`config.mk`:
```
export PLATFORM = sky130hd
export DESIGN_NAME = sdram_client_arbiter
export DESIGN_NICKNAME = d
export VERILOG_FILES = /design/src/rtl/sdram_client_arbiter.sv
export SDC_FILE = /design/constraint.sdc
export NUM_CORES = 1
export LEC_CHECK = 0
export ABC_AREA = 1
export CAP_MARGIN = 25
export CORE_UTILIZATION = 26
export DETAILED_ROUTE_END_ITERATION = 16
export GPL_TIMING_DRIVEN = 0
export PLACE_DENSITY = 0.77
export RECOVER_POWER = 100
export SETUP_SLACK_MARGIN = 0.5
export SYNTH_ARGS = -nofsm -noshare
export SYNTH_HDL_FRONTEND = slang
export SYNTH_SLANG_ARGS = --single-unit
```
`constraint.sdc`:
```
create_clock -name i_Clk -period 1.4 [get_ports i_Clk]
set_input_delay 0.28 -clock i_Clk [delete_from_list [all_inputs] [get_ports i_Clk]]
set_output_delay 0.28 -clock i_Clk [all_outputs]
set_load 0.01 [all_outputs]
```
`src/rtl/sdram_client_arbiter.sv`:
```
// Two-client SDRAM command arbiter: the processor owns the bus by default, and the
// display takes it over through a request/yield handshake with one idle gap cycle.
module sdram_client_arbiter #(
    parameter int unsigned ADDR_WIDTH    = 22,
    parameter int unsigned DATA_WIDTH    = 32,
    parameter int unsigned YIELD_TIMEOUT = 1024,
    parameter int unsigned TIMEOUT_WIDTH = 11
) (
    input  logic                  i_Clk,
    input  logic                  i_Reset,
    input  logic [1:0]            i_Proc_Command,
    input  logic [ADDR_WIDTH-1:0] i_Proc_Address,
    input  logic [DATA_WIDTH-1:0] i_Proc_Data_Write,
    input  logic                  i_Proc_Yield,
    output logic                  o_Proc_Requested,
    output logic                  o_Proc_Read_Valid,
    output logic                  o_Proc_Write_Done,
    input  logic                  i_Disp_Request,
    input  logic [1:0]            i_Disp_Command,
    input  logic [ADDR_WIDTH-1:0] i_Disp_Address,
    output logic                  o_Disp_Grant,
    output logic                  o_Disp_Read_Valid,
    output logic [1:0]            o_Command,
    output logic [ADDR_WIDTH-1:0] o_Address,
    output logic [DATA_WIDTH-1:0] o_Data_Write,
    input  logic                  i_Read_Valid,
    input  logic                  i_Write_Done,
    output logic                  o_Starved
);

    localparam logic [1:0] CMD_IDLE  = 2'd0;
    localparam logic [1:0] CMD_WRITE = 2'd2;
    localparam logic [TIMEOUT_WIDTH-1:0] WAIT_MAX = TIMEOUT_WIDTH'(YIELD_TIMEOUT);

    typedef enum logic [1:0] {
        S_PROC  = 2'd0,
        S_GAP_D = 2'd1,
        S_DISP  = 2'd2,
        S_GAP_P = 2'd3
    } state_t;

    state_t                   state;
    state_t                   state_next;
    logic [TIMEOUT_WIDTH-1:0] wait_cnt;
    logic [TIMEOUT_WIDTH-1:0] wait_cnt_next;
    logic                     starved;

    // State, wait counter and sticky starvation flag
    always_ff @(posedge i_Clk or posedge i_Reset) begin
        if (i_Reset) begin
            state    <= S_PROC;
            wait_cnt <= '0;
            starved  <= 1'b0;
        end else begin
            state    <= state_next;
            wait_cnt <= wait_cnt_next;
            starved  <= starved | (wait_cnt == WAIT_MAX);
        end
    end

    // Next state, wait count and the command/strobe mux
    always_comb begin
        state_next        = state;
        wait_cnt_next     = wait_cnt;
        o_Command         = CMD_IDLE;
        o_Address         = '0;
        o_Data_Write      = '0;
        o_Proc_Requested  = 1'b0;
        o_Proc_Read_Valid = 1'b0;
        o_Proc_Write_Done = 1'b0;
        o_Disp_Grant      = 1'b0;
        o_Disp_Read_Valid = 1'b0;

        case (state)
            S_PROC: begin
                o_Command         = i_Proc_Command;
                o_Address         = i_Proc_Address;
                o_Data_Write      = i_Proc_Data_Write;
                o_Proc_Requested  = i_Disp_Request;
                o_Proc_Read_Valid = i_Read_Valid;
                o_Proc_Write_Done = i_Write_Done;
                if (i_Proc_Yield && (i_Proc_Command == CMD_IDLE)) begin
                    state_next = S_GAP_D;
                end
            end
            S_GAP_D: state_next = S_DISP;
            S_DISP: begin
                // A display WRITE is illegal and is suppressed to IDLE
                o_Command         = (i_Disp_Command == CMD_WRITE) ? CMD_IDLE : i_Disp_Command;
                o_Address         = i_Disp_Address;
                o_Disp_Grant      = 1'b1;
                o_Disp_Read_Valid = i_Read_Valid;
                if (!i_Disp_Request && (i_Disp_Command == CMD_IDLE)) begin
                    state_next = S_GAP_P;
                end
            end
            S_GAP_P: state_next = S_PROC;
            default: state_next = S_PROC;
        endcase

        if (!i_Disp_Request) begin
            wait_cnt_next = '0;
        end else if ((state == S_PROC) && (state_next == S_GAP_D)) begin
            wait_cnt_next = '0;
        end else if ((state == S_PROC) && (wait_cnt != WAIT_MAX)) begin
            wait_cnt_next = wait_cnt + TIMEOUT_WIDTH'(1);
        end
    end

    assign o_Starved = starved;

endmodule

```
**Yosys cells after proc, flatten, opt, wreduce, memory -nomap -nowiden**

Index checks and enable logic that the tools add are counted.

- Bits in registers: 14
- Bits of input ports: 86
- Output and inout bits: 62
- Logic and storage cells: 36

- Add/subtract/negate cells: 1
- Eq/ne operators: 8
- Mux-type cells: 15
- Bitwise operators: 1
- Reduce and logical (&&, ||, !) cells: 8

Operators with widths:

| kind | count |
|---|---|
| 22-bit case mux with 2 select lines | 1 |
| 11-bit two-way mux | 3 |
| 32-bit two-way mux | 1 |
| 11-bit by 1-bit adder with 11-bit output, second input constant | 1 |
| 11-bit == test, second input constant | 1 |
| 11-bit != test, second input constant | 1 |
| 2-bit case mux with 4 select lines | 1 |
| 2-bit == test, second input constant | 3 |
| 2-bit zero test | 3 |
| 2-bit two-way mux | 3 |
| 1-bit two-way mux | 5 |
| 2-bit by 1-bit == test with 1-bit output, second input constant | 2 |
| 1-bit logical AND | 4 |
| 2-bit case mux with 2 select lines | 1 |
| 3-bit by 1-bit != test with 1-bit output, second input constant | 1 |
| 1-bit zero test | 1 |
| 1-bit bitwise OR | 1 |

**Logic depth before layout (Yosys ltp)**

Gate-level depths: netlist of the first run.

- Depth after elaboration: 8
- Gate-level depth with buffers: 10

**Least setup slack after synthesis of the first run**

No wires, ideal clock.

- Path type: register to output
- From: register state[0]
- To: output port o_Address[10]
- Data arrival time: 1.246 ns
- Slack: -0.126 ns
- Stages on the path, launching flop included: 5
- Path through: dfrtp_1 inv_1 ha_1 clkbuf_1 a22o_1

- Longest elaborated chain between the ends: 2

RTL lines:

| item | line | text |
|---|---|---|
| start: declaration | 42 | `state_t state;` |
| start signal: assignment | 55 | `state <= state_next;` |
| 2-bit == test or 2-bit zero test (tied branches) | 74 | `case (state)` |
| 22-bit case mux with 2 select lines (*) | 74 |  |
| end: declaration | 24 | `output logic [ADDR_WIDTH-1:0] o_Address,` |

Every way passes the cells marked *; elsewhere a longest branch is shown, timed or not.

**Final worst setup path of the first run**

- From: register state[0]
- To: output port o_Data_Write[24]

- Longest elaborated chain between the ends: 2

RTL lines:

| item | line | text |
|---|---|---|
| 2-bit zero test | 74 |  |
| 32-bit two-way mux | 74 |  |
| end: declaration | 25 | `output logic [DATA_WIDTH-1:0] o_Data_Write,` |

No other way between the ends.

==> impl_metrics.csv, run 1 <==
group,metric,value,unit
die,die-height,76.2,µm
detailed_routing,dr.pass1.iters,4,
clock_tree,ctsHoldBuffers,0,
power_and_ir_drop,clockPowerShare,0.061,
die,start_util,0.275,
critical_path,cp-startpoint,"state[0]$_DFF_PP0_",
grt,antenna_found_initial,0,
logic_synthesis,synth_cells,237,
critical_path,critPathCaptureType,"output pin",
layout,nNetsFinal,505,
detailed_routing,drt_iter0_markers,54,
sta,worst_slew_pin_slew,0.648,ns
sta,slew_viol_final,0,
critical_path,crit_path_start_kind,"register",
detailed_routing,drc,0,
power_and_ir_drop,powerDensity,1770,nW/µm²
placement,post-place-ws,-0.581,ns
die,dieArea,5800,µm²
power_and_ir_drop,p_seq_frac,0.076,
clock_tree,cts.sinks,14,
clock_tree,clk-insertion-delay-late,0.25,ns
critical_path,crit_arrival,1.58,ns
sta,fin_crit_sh,1.33,
clock_tree,cts_tree,"built",
critical_path,required,1.12,ns
grt,use_met1,0.268,
logic_synthesis,synth_compound_area_frac,0.188,
critical_path,cp_max_fo,6,
clock_tree,cts_root_buf,"clkbuf_8",
hold_path,min_path_cells,3,
power_and_ir_drop,ir_worst_vdd,0.000858,V
layout,design_area,3770,µm²
critical_path,ff2ff_path_depth,9,
sta,fin_crit,1.86,ns
logic_synthesis,synth_adder_area_share,0.0350,
die,core,5200,µm²
clock_tree,cts.htree.levels,1,
power_and_ir_drop,p_leak,1.97,nW
grt,grt_use_met3,0.0431,
power_and_ir_drop,swShare,0.417,
layout,syn2layout_area_growth,164,%
grt,grt_pass1_wl,11.0,mm
layout,final_common_cell,"clkdlybuf4s50_1",
grt,busiest_layer,"met2",
layout,diodes,0,
detailed_routing,vias,2267,
sta,fin_worst_skew,0.000404,ns
critical_path,r2r_end,"wait_cnt[1]$_DFFE_PP0P_",
sta,fin_setup_tns,-24.74,ns
placement,hpwl,5.12,mm
clock_tree,numCtsBuffers,3,
power_and_ir_drop,power.internal,0.00389,W
logic_synthesis,syn_area,1430,µm²
grt,grt_util_met2,0.439,
logic_synthesis,synthDistinctLibCells,25,
logic_synthesis,synth-xor-area-share,0.00612,
detailed_routing,wl_per_cell,15.0,µm
grt,track_usage,0.237,
placement,post_dp_cell_area,3110,µm²
logic_synthesis,synth.area.mux_share,0,
logic_synthesis,synth-simple-area-share,0.332,
clock_tree,clk_path_buf_depth,2,
grt,grt_pass1_vias,2170,
placement,io_buffers,146,
critical_path,r2r_start,"state[0]$_DFF_PP0_",
sta,final_hold_viol_count,0,
flow_run,drv_cap,0,
clock_tree,clkTransAtPathRegs,0.06,ns
die,io_pins,148,
die,rows,26,
sta,hold_slack,0.497,ns
sta,setup_viol,72,
layout,nFillCells,417,
logic_synthesis,yosysWarnings,0,
critical_path,crit_path_end,"o_Data_Write[24]",
detailed_routing,wl,7.25,mm
power_and_ir_drop,p_comb_frac,0.862,
logic_synthesis,syn_nets,327,
critical_path,r2r_setup_slack,-0.17,ns
status,violations,"negative setup slack",
logic_synthesis,seq_area_frac_synth,0.245,
placement,gp_congestion,0.888,
detailed_routing,avgViaCountPerCell,4.68,
critical_path,worstSetupPathType,"reg -> out",
layout,multi_input_area,1140,µm²
die,die_x,76.2,µm
grt,grt_max_degree,15,
layout,seqCellArea,353,µm²
sta,rsz0062_at_grt,"yes",
hold_path,hp-class,"in -> reg",
logic_synthesis,syn_avg_cell_area,6.03,µm²
grt,grt.overflow.total,0,
sta,slew_headroom,0.566,
detailed_routing,antenna_left,0,
layout,final_cell_mix,"clkdlybuf4s50_1, buf_6, inv_2, nand2_1, buf_2",
logic_synthesis,ys_ff_latch,14,
status,status,"finished, violations left",
sta,setup_ws,-0.458,ns
layout,layout-drive-gt1-share,0.478,
power_and_ir_drop,switching_power,0.00279,W
sta,fmax,0.538,GHz
logic_synthesis,synth_top_family_by_area,"simple AND/OR/NAND/NOR gates",
## metal layers
metal / part of all wire / routed length (µm)
met5: 0 / 0
met3: 0.052 / 379
met1: 0.40 / 2870
met2: 0.53 / 3840
met4: 0.022 / 156
## registers in the layout, indices dropped and copies added (netlist names)
| signal | cells |
|---|---|
| o_Starved | 1 |
| state | 2 |
| wait_cnt | 11 |
## kinds of logic (layout without fill, tap and decap cells)
kind of cell / after synthesis / in the layout
compound gates: 34 / 34
xor+xnor: 1 / 1
fa+ha+maj: 4 / 4
buf+inv: 71 / 248
flops: 14 / 14
simple gates: 113 / 113
## Yosys cell counts
library cell	number	share of area
nand2_1	70	0.18
inv_1	59	0.15
a22o_1	22	0.13
nor2_1	17	0.045
dfrtp_1	14	0.24
nand3_1	14	0.049
clkbuf_1	7	0.018
ha_1	4	0.035
nand4_1	4	0.017
nor3_1	4	0.014
a21oi_1	3	0.010
buf_2	3	0.010
nand3_2	2	0.014
o21ai_0	2	0.0070
o21bai_1	2	0.010
buf_6	1	0.0079
clkinv_1	1	0.0026
nor2_2	1	0.0044
o21ai_1	1	0.0035
o21ai_2	1	0.0061
o22ai_1	1	0.0044
o31ai_1	1	0.0053
o32ai_1	1	0.0061
or2_2	1	0.0044
xor2_1	1	0.0061
## area by class of cell
cell class	instances	share of cell area
Inverter	60	0.0607
Clock buffer	4	0.0146
Sequential cell	14	0.0935
Timing Repair Buffer	173	0.456
Multi-Input combinational cell	152	0.303
Tap cell	70	0.0232
Buffer	11	0.0491
## worst max-delay path, cell delays in order, from the launching register on
cell and delay (ns):
dfrtp_1 0.37, inv_2 0.08, ha_4 0.17, buf_12 0.14, buf_8 0.13, buf_12 0.12
buf_16 0.13, nand2_2 0.05, inv_2 0.03, buf_6 0.11
## metrics by stage
| step | total power [W] | util | std cells |
|---|---|---|---|
| floorplan | 0.00250 | - | 237 |
| global placement | 0.00444 | 0.597 | 453 |
| detailed placement | 0.00447 | 0.597 | 453 |
| CTS | 0.00586 | 0.663 | 477 |
| global route | 0.00702 | 0.725 | 484 |
| finish | 0.00667 | 0.725 | 484 |
## power by group through the flow
stage / combinational (W) / sequential [W] / clock [W]
5_1_grt: 0.00607 / 0.000518 / 0.000435
3_5_place_dp: 0.00396 / 0.000516 / 0
4_1_cts: 0.00494 / 0.000505 / 0.000420
2_1_floorplan: 0.00199 / 0.000513 / 0
3_3_place_gp: 0.00393 / 0.000513 / 0
6_report: 0.00576 / 0.000509 / 0.000409
## worst min-delay path by stage
stage,startpoint,endpoint
2_1_floorplan,i_Reset,o_Starved$_DFF_PP0_
3_3_place_gp,o_Starved$_DFF_PP0_,o_Starved$_DFF_PP0_
3_5_place_dp,o_Starved$_DFF_PP0_,o_Starved$_DFF_PP0_
4_1_cts,i_Reset,o_Starved$_DFF_PP0_
5_1_grt,i_Disp_Request,wait_cnt[9]$_DFFE_PP0P_
6_report,i_Disp_Request,wait_cnt[9]$_DFFE_PP0P_
## what timing repair did
item | 4_1_cts | 5_1_grt
setup endpoints to repair | 75 | 76
gates cloned | 6 | 0
pin swaps | 11 | 8
resized for setup | 342 | 77
buffers inserted | 14 | 7
No activity file was read; power rests on OpenSTA's default activity.
==> inputs of run 2 (changes only) <==
Settings changed: MAX_ROUTING_LAYER from default to met4.
==> impl_metrics.csv, run 2 (synthesis gave the netlist of run 1 again) <==
group,metric,value,unit
power_and_ir_drop,p_comb_frac,0.862,
flow_run,drv_cap,0,
clock_tree,clkTransAtPathRegs,0.06,ns
sta,rsz0062_at_grt,"yes",
hold_path,whs_endpoint,"wait_cnt[9]$_DFFE_PP0P_",
grt,grt_pass1_wl,11.0,mm
power_and_ir_drop,powerDensity,1770,nW/µm²
critical_path,r2r_end,"wait_cnt[1]$_DFFE_PP0P_",
clock_tree,clk_path_buf_depth,2,
power_and_ir_drop,ir_worst_vdd,0.000861,V
detailed_routing,drc,0,
critical_path,worst-path-buf-inv,7,
critical_path,cp_max_fo,6,
power_and_ir_drop,clockPowerShare,0.062,
sta,fmax,0.538,GHz
sta,fin_setup_tns,-24.84,ns
critical_path,crit_family,"buffers and inverters",
clock_tree,cts_root_buf,"clkbuf_8",
die,die_x,76.2,µm
grt,grt_pass1_vias,2172,
die,rows,26,
power_and_ir_drop,swShare,0.417,
detailed_routing,vias,2279,
critical_path,worstSetupPathType,"reg -> out",
sta,final_hold_viol_count,0,
grt,antenna_found_initial,0,
layout,diodes,0,
layout,final_common_cell,"clkdlybuf4s50_1",
power_and_ir_drop,power.internal,0.00389,W
power_and_ir_drop,switching_power,0.00279,W
critical_path,critPathCaptureType,"output pin",
critical_path,worstPathCellList,"inv_2, ha_4, buf_12, buf_8, buf_12, buf_16, nand2_2, inv_2, buf_6",
detailed_routing,drt_iter0_markers,60,
sta,slew_viol_final,0,
sta,slew_headroom,0.566,
placement,io_buffers,146,
critical_path,r2r_setup_slack,-0.17,ns
critical_path,crit_path_start_kind,"register",
critical_path,max_stage_delay,0.37,ns
power_and_ir_drop,p_leak,1.97,nW
layout,nNetsFinal,505,
layout,final_cell_mix,"clkdlybuf4s50_1, buf_6, inv_2, nand2_1, buf_2",
status,violations,"negative setup slack",
critical_path,cp_slowest_cell,"dfrtp_1",
grt,grt.overflow.total,0,
layout,layout-drive-gt1-share,0.478,
placement,place_inst,453,
hold_path,hp-class,"in -> reg",
clock_tree,ctsHoldBuffers,0,
detailed_routing,avgViaCountPerCell,4.71,
placement,post-place-ws,-0.581,ns
die,dieArea,5800,µm²
sta,worst_slew_pin_slew,0.648,ns
grt,grt_max_degree,15,
layout,regMostFlops,"wait_cnt",
critical_path,r2r_start,"state[0]$_DFF_PP0_",
grt,track_usage,0.244,
detailed_routing,antenna_left,0,
detailed_routing,wl_per_cell,15.0,µm
clock_tree,cts.sinks,14,
sta,fin_crit_sh,1.33,
hold_path,holdCritStartpoint,"i_Disp_Request",
critical_path,ff2ff_path_depth,9,
layout,largest_reg_flops,11,
placement,hpwl,5.12,mm
sta,setup_ws,-0.460,ns
die,die-height,76.2,µm
clock_tree,cts_tree,"built",
status,status,"finished, violations left",
power_and_ir_drop,p_seq_frac,0.076,
sta,setup_viol,72,
layout,syn2layout_area_growth,164,%
clock_tree,numCtsBuffers,3,
placement,gp_congestion,0.903,
sta,fin_worst_skew,0.000936,ns
detailed_routing,wl,7.24,mm
hold_path,min_path_cells,3,
critical_path,crit_arrival,1.58,ns
die,io_pins,148,
die,start_util,0.275,
die,core,5200,µm²
clock_tree,clk-insertion-delay-late,0.25,ns
critical_path,required,1.12,ns
sta,fin_crit,1.86,ns
layout,final_cells,484,
layout,postLayoutCoreUtil,0.725,
clock_tree,cts.htree.levels,1,
detailed_routing,dr.pass1.iters,4,
run 2: metal layers:
layer | track usage | vias to the layer above | part of all wire
met5 | - | - | 0
met1 | 0.269 | 1081 | 0.40
li1 | - | 1091 | -
met2 | 0.439 | 92 | 0.53
met3 | 0.0431 | 15 | 0.055
met4 | 0.0885 | 0 | 0.022
run 2: worst register-to-register path, cell delays in order, from the launching register on:
cell     delay [ns]
dfrtp_1        0.40
inv_2          0.11
ha_4           0.15
buf_12         0.13
buf_4          0.13
buf_6          0.11
nand3_4        0.13
buf_6          0.15
nand4_1        0.07
o21ai_1        0.08
run 2: how the worst max path moves through the flow:
| stage | slack (ns) | cells past startpoint | end | startpoint |
|---|---|---|---|---|
| after floorplan | 0.05 | 4 | o_Address[10] | state[0]$_DFF_PP0_ |
| after global placement | -0.57 | 5 | o_Address[4] | state[0]$_DFF_PP0_ |
| after detailed placement | -0.58 | 5 | o_Address[12] | state[0]$_DFF_PP0_ |
| after CTS | -0.44 | 6 | o_Address[12] | state[1]$_DFF_PP0_ |
| after global routing | -0.53 | 9 | o_Data_Write[22] | state[0]$_DFF_PP0_ |
| final | -0.46 | 9 | o_Data_Write[24] | state[0]$_DFF_PP0_ |
run 2: final cells by class:
type	count	area, µm²
Inverter	60	229
Clock buffer	4	55.1
Buffer	11	185
Tap cell	70	87.6
Multi-Input combinational cell	152	1140
Timing Repair Buffer	173	1720
Fill cell	417	1430
Sequential cell	14	353
run 2: what timing repair did:
item                                    4_1_cts  5_1_grt
setup buffers                                14        7
endpoints found under the setup margin       75       76
gates cloned                                  6        0
pin swaps                                    11        8
resized for setup                           342       77
run 2: power groups by stage:
stage          clock network (W)  registers (W)  logic (W)
6_report                0.000411       0.000510    0.00575
5_1_grt                 0.000435       0.000518    0.00607
4_1_cts                 0.000420       0.000505    0.00494
3_5_place_dp                   0       0.000516    0.00396
3_3_place_gp                   0       0.000513    0.00393
2_1_floorplan                  0       0.000513    0.00199
run 2: stage by stage:
step	hold WS (ns)	power, W	instance area (µm²)
2_1_floorplan	0.169	0.00250	1560
3_3_place_gp	0.475	0.00444	3110
3_5_place_dp	0.474	0.00447	3110
4_1_cts	0.390	0.00586	3450
5_1_grt	0.522	0.00702	3770
6_report	0.496	0.00667	3770
